## config.mk

```make
export PLATFORM = sky130hd
export DESIGN_NAME = pipemem_mmio_flat
export DESIGN_NICKNAME = d
export VERILOG_FILES = /design/src/rtl/pipemem_mmio_if.sv /design/src/rtl/pipemem_mmio.sv /design/src/flat_wrapper.sv
export SDC_FILE = /design/constraint.sdc
export NUM_CORES = 1
export LEC_CHECK = 0
export BUFFER_PORTS_ARGS = -buffer_cell sky130_fd_sc_hd__buf_2
export CORE_MARGIN = 1
export CORE_UTILIZATION = 50
export CTS_CLUSTER_SIZE = 40
export DETAILED_ROUTE_END_ITERATION = 12
export GPL_TIMING_DRIVEN = 0
export PLACE_DENSITY = 0.65
export RECOVER_POWER = 50
export SETUP_SLACK_MARGIN = 0.4
export SYNTH_ARGS = -nofsm -noshare
export SYNTH_HDL_FRONTEND = slang
export SYNTH_SLANG_ARGS = --single-unit
```

## constraint.sdc

```tcl
create_clock -name clock -period 4.45 [get_ports clock]
set_clock_uncertainty 0.15 [all_clocks]
set_input_delay 0.89 -clock clock [delete_from_list [all_inputs] [get_ports clock]]
set_output_delay 0.89 -clock clock [all_outputs]
set_load 0.05 [all_outputs]
```

## src/rtl/pipemem_mmio_if.sv

```systemverilog
// pipemem_mmio_if: MEM-stage request/response bundle.
// The master drives the request and the slave returns a registered response.
interface pipemem_mmio_if;
  logic        req;
  logic        we;
  logic [1:0]  size;
  logic        sign_ext;
  logic [31:0] addr;
  logic [31:0] datain;
  logic [31:0] dataout;
  logic        rvalid;
  logic        err;

  modport master (
    output req, we, size, sign_ext, addr, datain,
    input  dataout, rvalid, err
  );

  modport slave (
    input  req, we, size, sign_ext, addr, datain,
    output dataout, rvalid, err
  );
endinterface

```

## src/rtl/pipemem_mmio.sv

```systemverilog
// pipemem_mmio: byte/half/word data memory with an MMIO register bank.
// Responses are registered one cycle after the request.
module pipemem_mmio #(
  parameter int RAM_AW = 5,
  parameter int IO_BIT = 7,
  parameter int IN_W   = 10,
  parameter int OUT_W  = 28
) (
  input  logic             clock,
  input  logic             reset,
  pipemem_mmio_if.slave    bus,
  input  logic [IN_W-1:0]  io_in,
  output logic [OUT_W-1:0] io_out
);

  localparam int DEPTH = 1 << RAM_AW;

  logic [31:0]       ram [DEPTH];
  logic [IN_W-1:0]   sync1;
  logic [IN_W-1:0]   in_sync;
  logic [IN_W-1:0]   in_prev;
  logic [31:0]       timer;
  logic              chg;

  logic              aligned;
  logic              ok;
  logic              is_io;
  logic [2:0]        idx;
  logic [RAM_AW-1:0] widx;
  logic [3:0]        be;
  logic [31:0]       wdata;
  logic [31:0]       rword;
  logic [31:0]       lane;
  logic [31:0]       ldata;
  logic [31:0]       out_w;
  logic [31:0]       in_w;
  logic [31:0]       out_new;
  logic [31:0]       tmr_new;
  logic              ram_we;
  logic              out_we;
  logic              tmr_we;
  logic              chg_clr;
  logic              chg_set;
  logic              unused_bits;

  function automatic logic [31:0] merge(
    input logic [31:0] old,
    input logic [31:0] wd,
    input logic [3:0]  en
  );
    logic [31:0] r;
    r = old;
    for (int i = 0; i < 4; i++)
      if (en[i]) r[8*i +: 8] = wd[8*i +: 8];
    return r;
  endfunction

  assign idx   = bus.addr[4:2];
  assign widx  = bus.addr[RAM_AW+1:2];
  assign is_io = bus.addr[IO_BIT];
  assign out_w = {{(32-OUT_W){1'b0}}, io_out};
  assign in_w  = {{(32-IN_W){1'b0}}, in_sync};

  always_comb begin
    aligned = 1'b1;
    be      = 4'b1111;
    wdata   = bus.datain;
    unique case (bus.size)
      2'b00: begin
        be    = 4'b0001 << bus.addr[1:0];
        wdata = {4{bus.datain[7:0]}};
      end
      2'b01: begin
        aligned = ~bus.addr[0];
        be      = 4'b0011 << {bus.addr[1], 1'b0};
        wdata   = {2{bus.datain[15:0]}};
      end
      default: aligned = (bus.addr[1:0] == 2'b00);
    endcase
  end

  // Misaligned requests are fully squashed: no writes, no read side effects.
  assign ok      = bus.req & aligned;
  assign ram_we  = ok & bus.we & ~is_io;
  assign out_we  = ok & bus.we & is_io & (idx == 3'd0);
  assign tmr_we  = ok & bus.we & is_io & (idx == 3'd2);
  assign chg_clr = ok & ~bus.we & is_io & (idx == 3'd3);
  assign chg_set = (in_sync != in_prev);

  assign out_new = merge(out_w, wdata, be);
  assign tmr_new = merge(timer, wdata, be);

  always_comb begin
    rword = ram[widx];
    if (is_io) begin
      case (idx)
        3'd0:    rword = out_w;
        3'd1:    rword = in_w;
        3'd2:    rword = timer;
        3'd3:    rword = {31'b0, chg};
        default: rword = 32'b0;
      endcase
    end
  end

  assign lane = rword >> {bus.addr[1:0], 3'b000};

  always_comb begin
    ldata = lane;
    unique case (bus.size)
      2'b00:   ldata = {{24{bus.sign_ext & lane[7]}}, lane[7:0]};
      2'b01:   ldata = {{16{bus.sign_ext & lane[15]}}, lane[15:0]};
      default: ldata = lane;
    endcase
  end

  always_ff @(posedge clock or posedge reset) begin
    if (reset) begin
      bus.rvalid  <= 1'b0;
      bus.err     <= 1'b0;
      bus.dataout <= 32'b0;
    end else begin
      bus.rvalid <= bus.req;
      bus.err    <= bus.req & ~aligned;
      if (bus.req)
        bus.dataout <= (aligned & ~bus.we) ? ldata : 32'b0;
    end
  end

  // RAM contents deliberately survive reset.
  always_ff @(posedge clock) begin
    if (ram_we)
      for (int i = 0; i < 4; i++)
        if (be[i]) ram[widx][8*i +: 8] <= wdata[8*i +: 8];
  end

  always_ff @(posedge clock or posedge reset) begin
    if (reset) begin
      sync1   <= '0;
      in_sync <= '0;
      in_prev <= '0;
      io_out  <= '0;
      timer   <= 32'b0;
      chg     <= 1'b0;
    end else begin
      sync1   <= io_in;
      in_sync <= sync1;
      in_prev <= in_sync;
      if (out_we) io_out <= out_new[OUT_W-1:0];
      timer <= tmr_we ? tmr_new : timer + 32'd1;
      if (chg_set)      chg <= 1'b1;
      else if (chg_clr) chg <= 1'b0;
    end
  end

  assign unused_bits = ^{bus.addr, out_new};

endmodule

```

## src/flat_wrapper.sv

```systemverilog
// flat-port wrapper written by rule: the top's interface ports become plain ports
module pipemem_mmio_flat 
#(
  parameter int RAM_AW = 5,
  parameter int IO_BIT = 7,
  parameter int IN_W   = 10,
  parameter int OUT_W  = 28
)
  (clock, reset, io_in, io_out, bus_req, bus_we, bus_size, bus_sign_ext, bus_addr, bus_datain, bus_dataout, bus_rvalid, bus_err);
  pipemem_mmio_if bus_i ();
  input  logic clock;
  input  logic reset;
  input  logic [IN_W-1:0] io_in;
  output logic [OUT_W-1:0] io_out;
  input wire logic [$bits(bus_i.req)-1:0] bus_req;
  input wire logic [$bits(bus_i.we)-1:0] bus_we;
  input wire logic [$bits(bus_i.size)-1:0] bus_size;
  input wire logic [$bits(bus_i.sign_ext)-1:0] bus_sign_ext;
  input wire logic [$bits(bus_i.addr)-1:0] bus_addr;
  input wire logic [$bits(bus_i.datain)-1:0] bus_datain;
  output wire logic [$bits(bus_i.dataout)-1:0] bus_dataout;
  output wire logic [$bits(bus_i.rvalid)-1:0] bus_rvalid;
  output wire logic [$bits(bus_i.err)-1:0] bus_err;
  assign bus_i.req = bus_req;
  assign bus_i.we = bus_we;
  assign bus_i.size = bus_size;
  assign bus_i.sign_ext = bus_sign_ext;
  assign bus_i.addr = bus_addr;
  assign bus_i.datain = bus_datain;
  assign bus_dataout = bus_i.dataout;
  assign bus_rvalid = bus_i.rvalid;
  assign bus_err = bus_i.err;
  pipemem_mmio #(.RAM_AW(RAM_AW), .IO_BIT(IO_BIT), .IN_W(IN_W), .OUT_W(OUT_W)) u_core (.clock(clock), .reset(reset), .bus(bus_i), .io_in(io_in), .io_out(io_out));
endmodule
```

Yosys cells after proc, flatten, opt, wreduce, memory -nomap -nowiden
Memory sizes are Yosys's and may differ from the RTL's.
Cells that the tools add are included.
{"block": "classes", "eq_ne": 9, "mux": 26, "n_shift": 3, "addsub": 1, "bitwise": 17, "n_reduce_logical": 8}
{"operator": "$pmux W32 S2", "n": 2}
{"operator": "$pmux W32 S4", "n": 1}
{"operator": "$mux W32", "n": 3}
{"operator": "$add A32 B1 Y32 const B", "n": 1}
{"operator": "$mux W8", "n": 4}
{"operator": "$shr A32 B5 Y32", "n": 1}
{"operator": "$mux W1", "n": 14}
{"operator": "$and A1 B1 Y1", "n": 13}
{"operator": "$ne A10 B10 Y1", "n": 1}
{"operator": "$ne A2 B2 Y1 const B", "n": 4}
{"operator": "$pmux W4 S2", "n": 1}
{"operator": "$reduce_and A2 Y1", "n": 4}
{"operator": "$eq A3 B2 Y1 const B", "n": 2}
{"operator": "$logic_not A2 Y1", "n": 2}
{"operator": "$not A1 Y1", "n": 4}
{"operator": "$shl A1 B2 Y4 const A", "n": 1}
{"operator": "$shl A2 B2 Y4 const A", "n": 1}
{"operator": "$eq A3 B1 Y1 const B", "n": 1}
{"operator": "$logic_not A3 Y1", "n": 1}
{"operator": "$eq A2 B1 Y1 const B", "n": 1}
{"operator": "$pmux W1 S2", "n": 1}
{"operator": "$reduce_bool A2 Y1", "n": 1}
{"block": "word_totals", "reg_bits": 125, "elab_cells": 80, "in_bits": 81, "mem_count": 1, "ramBits": 1024, "out_inout_bits": 62}
{"memory": "u_core.ram", "depth": 32, "word_bits": 32, "read_ports": 1, "rd_clocked_by_memory_dff": 0, "wr": 1, "line": "pipemem_mmio.sv:18", "text": "logic [31:0] ram [DEPTH];"}

Logic depth before layout (Yosys ltp)
Gate-level depths: netlist of run 1.
{"block": "depth", "word_depth": 8, "ltp_mapped": 15, "mapped_depth_nobuf": 8}

Least setup slack after synthesis of run 1
No wires, ideal clock.
{"block": "synth_timing", "path_type": "input-to-reg", "from": "in bus_addr[3]", "to": "mem u_core.ram[10][0] (enable)", "path_stages": 10, "arrival_ps": 3316, "path_buffers": 8, "slack_ps": 614, "cell_sequence": "buf_2 > buf_2 > buf_4 > buf_2 > buf_2 > buf_2 > buf_2 > clkbuf_1 > nand3_1 > nor2_1"}
{"item": "from (decl)", "line": "flat_wrapper.sv:19", "text": "input wire logic [$bits(bus_i.addr)-1:0] bus_addr;"}
{"item": "to (decl)", "line": "pipemem_mmio.sv:18"}
Straight into the memory's write port.

Worst setup path in the final report of run 1
{"block": "layout_timing", "from": "in bus_datain[5]", "to": "mem u_core.ram[13][29], data pin"}
{"block": "layout_via", "elab_chain_len": 1}
{"item": "from (decl)", "line": "flat_wrapper.sv:20", "text": "input wire logic [$bits(bus_i.datain)-1:0] bus_datain;"}
{"item": "$pmux W32 S2", "line": "pipemem_mmio.sv:68", "text": "unique case (bus.size)"}
Every way passes these cells.

==> flow_metrics.tcl, run 1 <==
set metrics [dict create \
    outcome "finished, violations left" \
    violations "max-capacitance violations, max-slew violations" \
    ys_seq_elements 1149 \
    drc 0 \
    ys.flop_type "edfxtp_1" \
    fp.coreArea_mm2 0.09166 \
    finalWirelength_mm 175.3 \
    syn_area_mm2 0.04632 \
    wl_per_cell_um 40.83 \
    finalNetCount 3085 \
    yosys.area.top_type "edfxtp_1" \
    area_growth_pct 17.84 \
    clockRootBuffer "clkbuf_16" \
    clkSlewWorstSetupHoldPaths_ns 0.06 \
    grt_pass1_vias 28220 \
    die_h_um 306.4 \
    first_pass_iters 6 \
    hold_viol_final 0 \
    place.gp.congestion 1.049 \
    timing.hold.ws_ns 0.1245 \
    die_x_um 306.4 \
    place_hpwl_mm 118.9 \
    period_share_pct 96.58 \
    ant_nets 0 \
    grt_max_degree 38 \
    powerDensity_mw_per_mm2 444.2 \
    die_area_mm2 0.09387 \
    antenna_found_initial 10 \
    slowest_stage "clkbuf_1" \
    cp.required_ns 4.53 \
    cp_data_arrival_time_ns 4.38 \
    yosysSeqAreaShare_pct 73.13 \
    p_leak_nw 18.24 \
    drv_cap 15 \
    setup_violations 0 \
    crit_type "in -> reg" \
    start_util_pct 50.54 \
    synth_fp_nets 2787 \
    h-tree-depth 3 \
    cts_hold_buf 0 \
    worst_pin_slew_ns 2.294 \
    insertion_delay_ns 0.74 \
    ys_types 73 \
    synth_area_leaders "edfxtp_1, mux4_2, dfrtp_1" \
    rsz0062_at_grt "yes" \
    synth_top_area_share_pct 66.38 \
    cts_inserted_buffers 115 \
    min_path_type "in -> reg" \
    crit_path_cell_trace "clkbuf_1, mux2i_1, o21ai_2" \
    post-place-ws_ns -2.064 \
    crit_fanout 37 \
    async_flop_share_pct 10.88 \
    crit_path_max_incr_delay_ns 1.60 \
    dpl.cell_count 4014 \
    ys_warn_count 0 \
    grt_pass1_wl_mm 235.8 \
    peakVddDrop_mv 0.3987 \
    fmax_mhz 232.7 \
    io_buffers 113 \
    dr.first_iter.drc_count 5104 \
    ios 143 \
    fin_ws_ns 0.1520 \
    endpoint_kind "flop" \
    synth-edff-count 1024 \
    final_core_util_pct 59.55 \
    clock-sinks 1149 \
    min_period_ns 4.298 \
    overflow 0 \
    syn-instance-count 2705 \
    syn_avg_cell_area_um2 17.13 \
    slew-limit-headroom_pct -52.93 \
    drive_above_1_share_pct 25.19 \
    gr-usage-all-layers_pct 37.48 \
    finalNonFillerCells 4294 \
    vias_per_cell 6.900 \
    crit_path_start_kind "primary input" \
    cts_tree "done" \
    via_count 29630 \
    clockBufferDepth 3 \
    drv_slew 543 \
    num_rows 111 \
]
## cell usage in the layout (no fill, tap or decap), types with 12 or more instances in the layout
master and count:
edfxtp_1 1024, mux2i_1 267, mux4_2 147, clkbuf_1 132, dfrtp_1 125, clkbuf_16 117
nor2_1 111, nand2_1 110, o22ai_1 108, nor2_4 76, a21oi_1 68, o21ai_0 59
buf_2 57, nor2_2 57, buf_4 49, buf_12 41, mux2_2 40, clkbuf_2 31
clkinv_1 29, buf_6 23, a211oi_1 22, nor3_1 22, clkinv_2 18, nand3_1 16
inv_1 14, a311oi_1 13, bufinv_16 13, mux2_1 12
## metrics by stage
step                      power [mW]  area (um^2)  setup TNS, ns
after global routing           24.66        54580              0
after detailed placement       14.36        48670       -1233.96
after floorplan                13.40        46330              0
after CTS                      24.15        54460              0
after global placement         14.30        48380       -1814.19
final                          24.25        54590              0
## layer usage
layer | global-route usage, % | vias to the layer above | routed length (um)
met5 | 0.4651 | - | 0
met4 | 22.07 | 0 | 11910
met3 | 11.85 | 506 | 24980
met2 | 52.98 | 2466 | 73960
met1 | 51.09 | 15240 | 64460
li1 | - | 11420 | -
## final cells by class
class                      instances  area (um^2)
clock buffer                     142         3082
sequential                      1149        33880
inverter                          17        65.06
tap                             1186         1484
multi-input combinational       1385        12820
buffer                           154         1039
fill                            6853        37080
timing repair buffer             181         1471
antenna                            3        7.507
clock inverter                    77        739.5
## sequential cells by signal, summed over array words and instances (netlist names)
signal and flops:
u_core.chg 1, u_core.sync1 10, u_core.ram 1024, u_core.timer 32, u_core.io_out 28, u_core.bus.dataout 32, u_core.bus.rvalid 1, u_core.in_prev 10
u_core.in_sync 10, u_core.bus.err 1
## repair_timing
item / CTS / global route
setup endpoints to repair: 1045 / 310
pin swaps: 43 / 7
endpoints found under the hold margin: 0 / 0
resized for setup: 340 / 80
setup buffers: 52 / 6
## power by group
group | switching, mW | internal, mW
logic | 1.54 | 0.590
registers | 0.209 | 12.0
clock network | 4.25 | 5.67
total | 6.01 | 18.2
## critical path: cells and delay by family
kind | cells | cell delay [ns]
muxes | 1 | 0.28
AOI/OAI and AO/OA | 1 | 1.54
buffers and inverters | 1 | 1.60
## cells in the mapped netlist, types with 8 or more instances
cell / instances
mux2i_1: 271
buf_1: 11
inv_1: 15
a311oi_1: 13
nand2_1: 118
a22oi_1: 10
nand4_1: 8
buf_2: 58
a32o_1: 9
clkbuf_1: 73
o22ai_1: 109
mux2_2: 52
dfrtp_1: 125
edfxtp_1: 1024
nand3_1: 24
nor4_1: 21
a31oi_1: 9
a21oi_1: 73
nor3_1: 24
nor2b_1: 12
and3_1: 11
nor2_1: 242
a221oi_1: 8
o21ai_0: 64
a211oi_1: 23
a22o_1: 10
mux4_2: 147
## final timing paths
kind                                   start                endpoint  slack [ns]  depth (start not counted)
setup / recovery               bus_datain[5]      u_core.ram[13][29]        0.15                          3
hold / removal                      io_in[5]         u_core.sync1[5]        0.12                          1
setup reg to reg           u_core.ram[10][7]  u_core.bus.dataout[31]        0.91                          9
hold reg to reg              u_core.sync1[9]       u_core.in_sync[9]        0.20                          0
max in group asynchronous              reset        u_core.timer[15]        0.85                          4
min in group asynchronous              reset         u_core.sync1[1]        0.24                          2
## logic make-up (layout without fill, tap and decap cells)
| kind of cell | after synthesis | in the layout | share of synthesized area (%) |
|---|---|---|---|
| and+or+nand+nor | 507 | 507 | 4.929 |
| buffers and inverters | 171 | 571 | 1.666 |
| DFF | 1149 | 1149 | 73.13 |
| adders and majority gates | 1 | 1 | 0.02701 |
| other | 0 | 3 | 0 |
| AOI/OAI and AO/OA | 395 | 395 | 5.713 |
| muxes | 471 | 471 | 14.32 |
| xor gates and xnor gates | 11 | 11 | 0.2080 |
No activity file was read; power rests on OpenSTA's default activity.
==> inputs of run 2 (changes only) <==
Settings changed: SETUP_SLACK_MARGIN 0.4 to 0.05.
==> run 2 against run 1 <==
Net effect:
- the flow finishes with violations (max-capacitance violations, max-slew violations, negative setup slack)
- sequential cell count unchanged
- sequential power about the same
- maximum frequency down 8.8%
- via count down 0.61%
- highest routed layer is now met5
- non-clock buffer count down 26
- sequential share of layout area up 1.2 points
- routed wire length down 0.60%
==> flow_metrics.tcl, run 2 (synthesized netlist as in run 1, its figures left out) <==
set metrics [dict create \
    outcome "finished, violations left" \
    violations "max-capacitance violations, max-slew violations, negative setup slack" \
    peakVddDrop_mv 0.3349 \
    ios 143 \
    clock-sinks 1149 \
    endpoint_kind "flop" \
    cp_data_arrival_time_ns 4.90 \
    layout_common_cells "edfxtp_1, mux2i_1, clkbuf_1" \
    place_hpwl_mm 118.6 \
    dr.first_iter.drc_count 5169 \
    grt_pass1_wl_mm 233.0 \
    fin_ws_ns -0.2650 \
    dpl.cell_count 4013 \
    io_buffers 113 \
    largest_reg_flops 1024 \
    p_leak_nw 17.83 \
    clockRootBuffer "clkbuf_16" \
    slew-limit-headroom_pct -56.02 \
    drv_cap 16 \
    start_util_pct 50.54 \
    insertion_delay_ns 0.74 \
    crit_path_cell_trace "buf_2, clkbuf_1, inv_1, clkbuf_2, and2_1, nand2_1, clkbuf_1, nor2_1" \
    tns_ns -35.00 \
    clkSlewWorstSetupHoldPaths_ns 0.06 \
    finalNonFillerCells 4252 \
    via_count 29450 \
    overflow 0 \
    area_growth_pct 15.58 \
    setup_violations 416 \
    crit_fanout 10 \
    drv_slew 557 \
    period_share_pct 106.0 \
    reg_top3 "u_core.ram x1024, u_core.bus.dataout x32, u_core.timer x32" \
    crit_type "in -> reg" \
    first_pass_iters 6 \
    rsz0062_at_grt "yes" \
    finalPower_mw 23.88 \
    h-tree-depth 3 \
    slowest_stage "clkbuf_1" \
    die_x_um 306.4 \
    largest_register "u_core.ram" \
    place.gp.congestion 1.073 \
    wl_per_cell_um 40.98 \
    crit_top_cell "clkbuf_1" \
    cp.required_ns 4.63 \
    die_area_mm2 0.09387 \
    min_period_ns 4.715 \
    finalNetCount 3057 \
    num_rows 111 \
    gr-usage-all-layers_pct 37.08 \
    drive_above_1_share_pct 22.27 \
    ant_nets 0 \
    place_area_mm2 0.04868 \
    die_h_um 306.4 \
    min_path_type "in -> reg" \
    final_core_util_pct 58.41 \
    worst_pin_slew_ns 2.340 \
    fillers 6792 \
    powerDensity_mw_per_mm2 446.0 \
    crit_path_max_incr_delay_ns 0.80 \
    fp.coreArea_mm2 0.09166 \
    grt_pass1_vias 27860 \
    antenna_found_initial 12 \
    cts_tree "done" \
    vias_per_cell 6.925 \
    crit_path_start_kind "primary input" \
    fmax_mhz 212.1 \
    cts_inserted_buffers 113 \
    fin_area_mm2 0.05354 \
    post-place-ws_ns -2.024 \
    timing.hold.ws_ns 0.1207 \
    grt_max_degree 87 \
    clockBufferDepth 3 \
    hold_viol_final 0 \
    drc 0 \
    finalWirelength_mm 174.3 \
    final_common_cell "edfxtp_1" \
]
run 2: changes by cell type in the layout (fill, tap and decap cells not counted), moves of 9 or more:
cell	previous run	this run
clkinv_1	29	18
nor2_1	111	132
nor2_4	76	58
buf_6	23	14
clkbuf_1	132	153
buf_12	41	21
run 2: worst max-delay path: cells and delay by family:
family	cells	cell delay, ns
simple gates	3	1.20
buf+inv	5	2.77
run 2: path summary, 6_finish.rpt:
| path | start | endpoint | slack, ns | cells past startpoint |
|---|---|---|---|---|
| worst max-delay path | bus_addr[7] | u_core.ram[25][11] | -0.27 | 8 |
| worst min-delay path | io_in[6] | u_core.sync1[6] | 0.12 | 1 |
| worst max register to register | u_core.ram[11][23] | u_core.bus.dataout[31] | 0.89 | 9 |
| worst min register to register | u_core.sync1[3] | u_core.in_sync[3] | 0.20 | 0 |
| max in group asynchronous | reset | u_core.timer[25] | 1.15 | 4 |
| min in group asynchronous | reset | u_core.sync1[4] | 0.97 | 3 |
run 2: area by class of cell:
cell class / count / area, um^2 / area share, %
sequential: 1149 / 33880 / 63.27
multi-input combinational: 1385 / 12490 / 23.33
clock buffer: 141 / 2933 / 5.478
tap: 1186 / 1484 / 2.772
timing repair buffer: 156 / 1046 / 1.954
buffer: 153 / 898.4 / 1.678
clock inverter: 62 / 740.7 / 1.383
inverter: 17 / 65.06 / 0.1215
antenna: 3 / 7.507 / 0.01402
run 2: timing repair:
action,CTS,global route
pin swaps,15,14
hold endpoints to repair,25,0
setup buffers,21,12
hold buffers,1,0
resized for setup,225,73
setup endpoints to repair,878,575
run 2: routing by layer:
layer | track usage [%] | up-vias | part of all wire [%]
met1 | 49.98 | 15180 | 37
met5 | 0 | - | 0.018
li1 | - | 11370 | -
met3 | 11.27 | 527 | 13
met2 | 52.69 | 2362 | 42
met4 | 23.42 | 6 | 7.3
run 2: where the power goes:
group	internal, mW	switching, mW	total, mW	leakage [nW]
clock	5.44	4.19	9.62	1.76
sequential	12.0	0.205	12.2	10.7
combinational	0.550	1.52	2.07	5.36
total	18.0	5.91	23.9	17.8
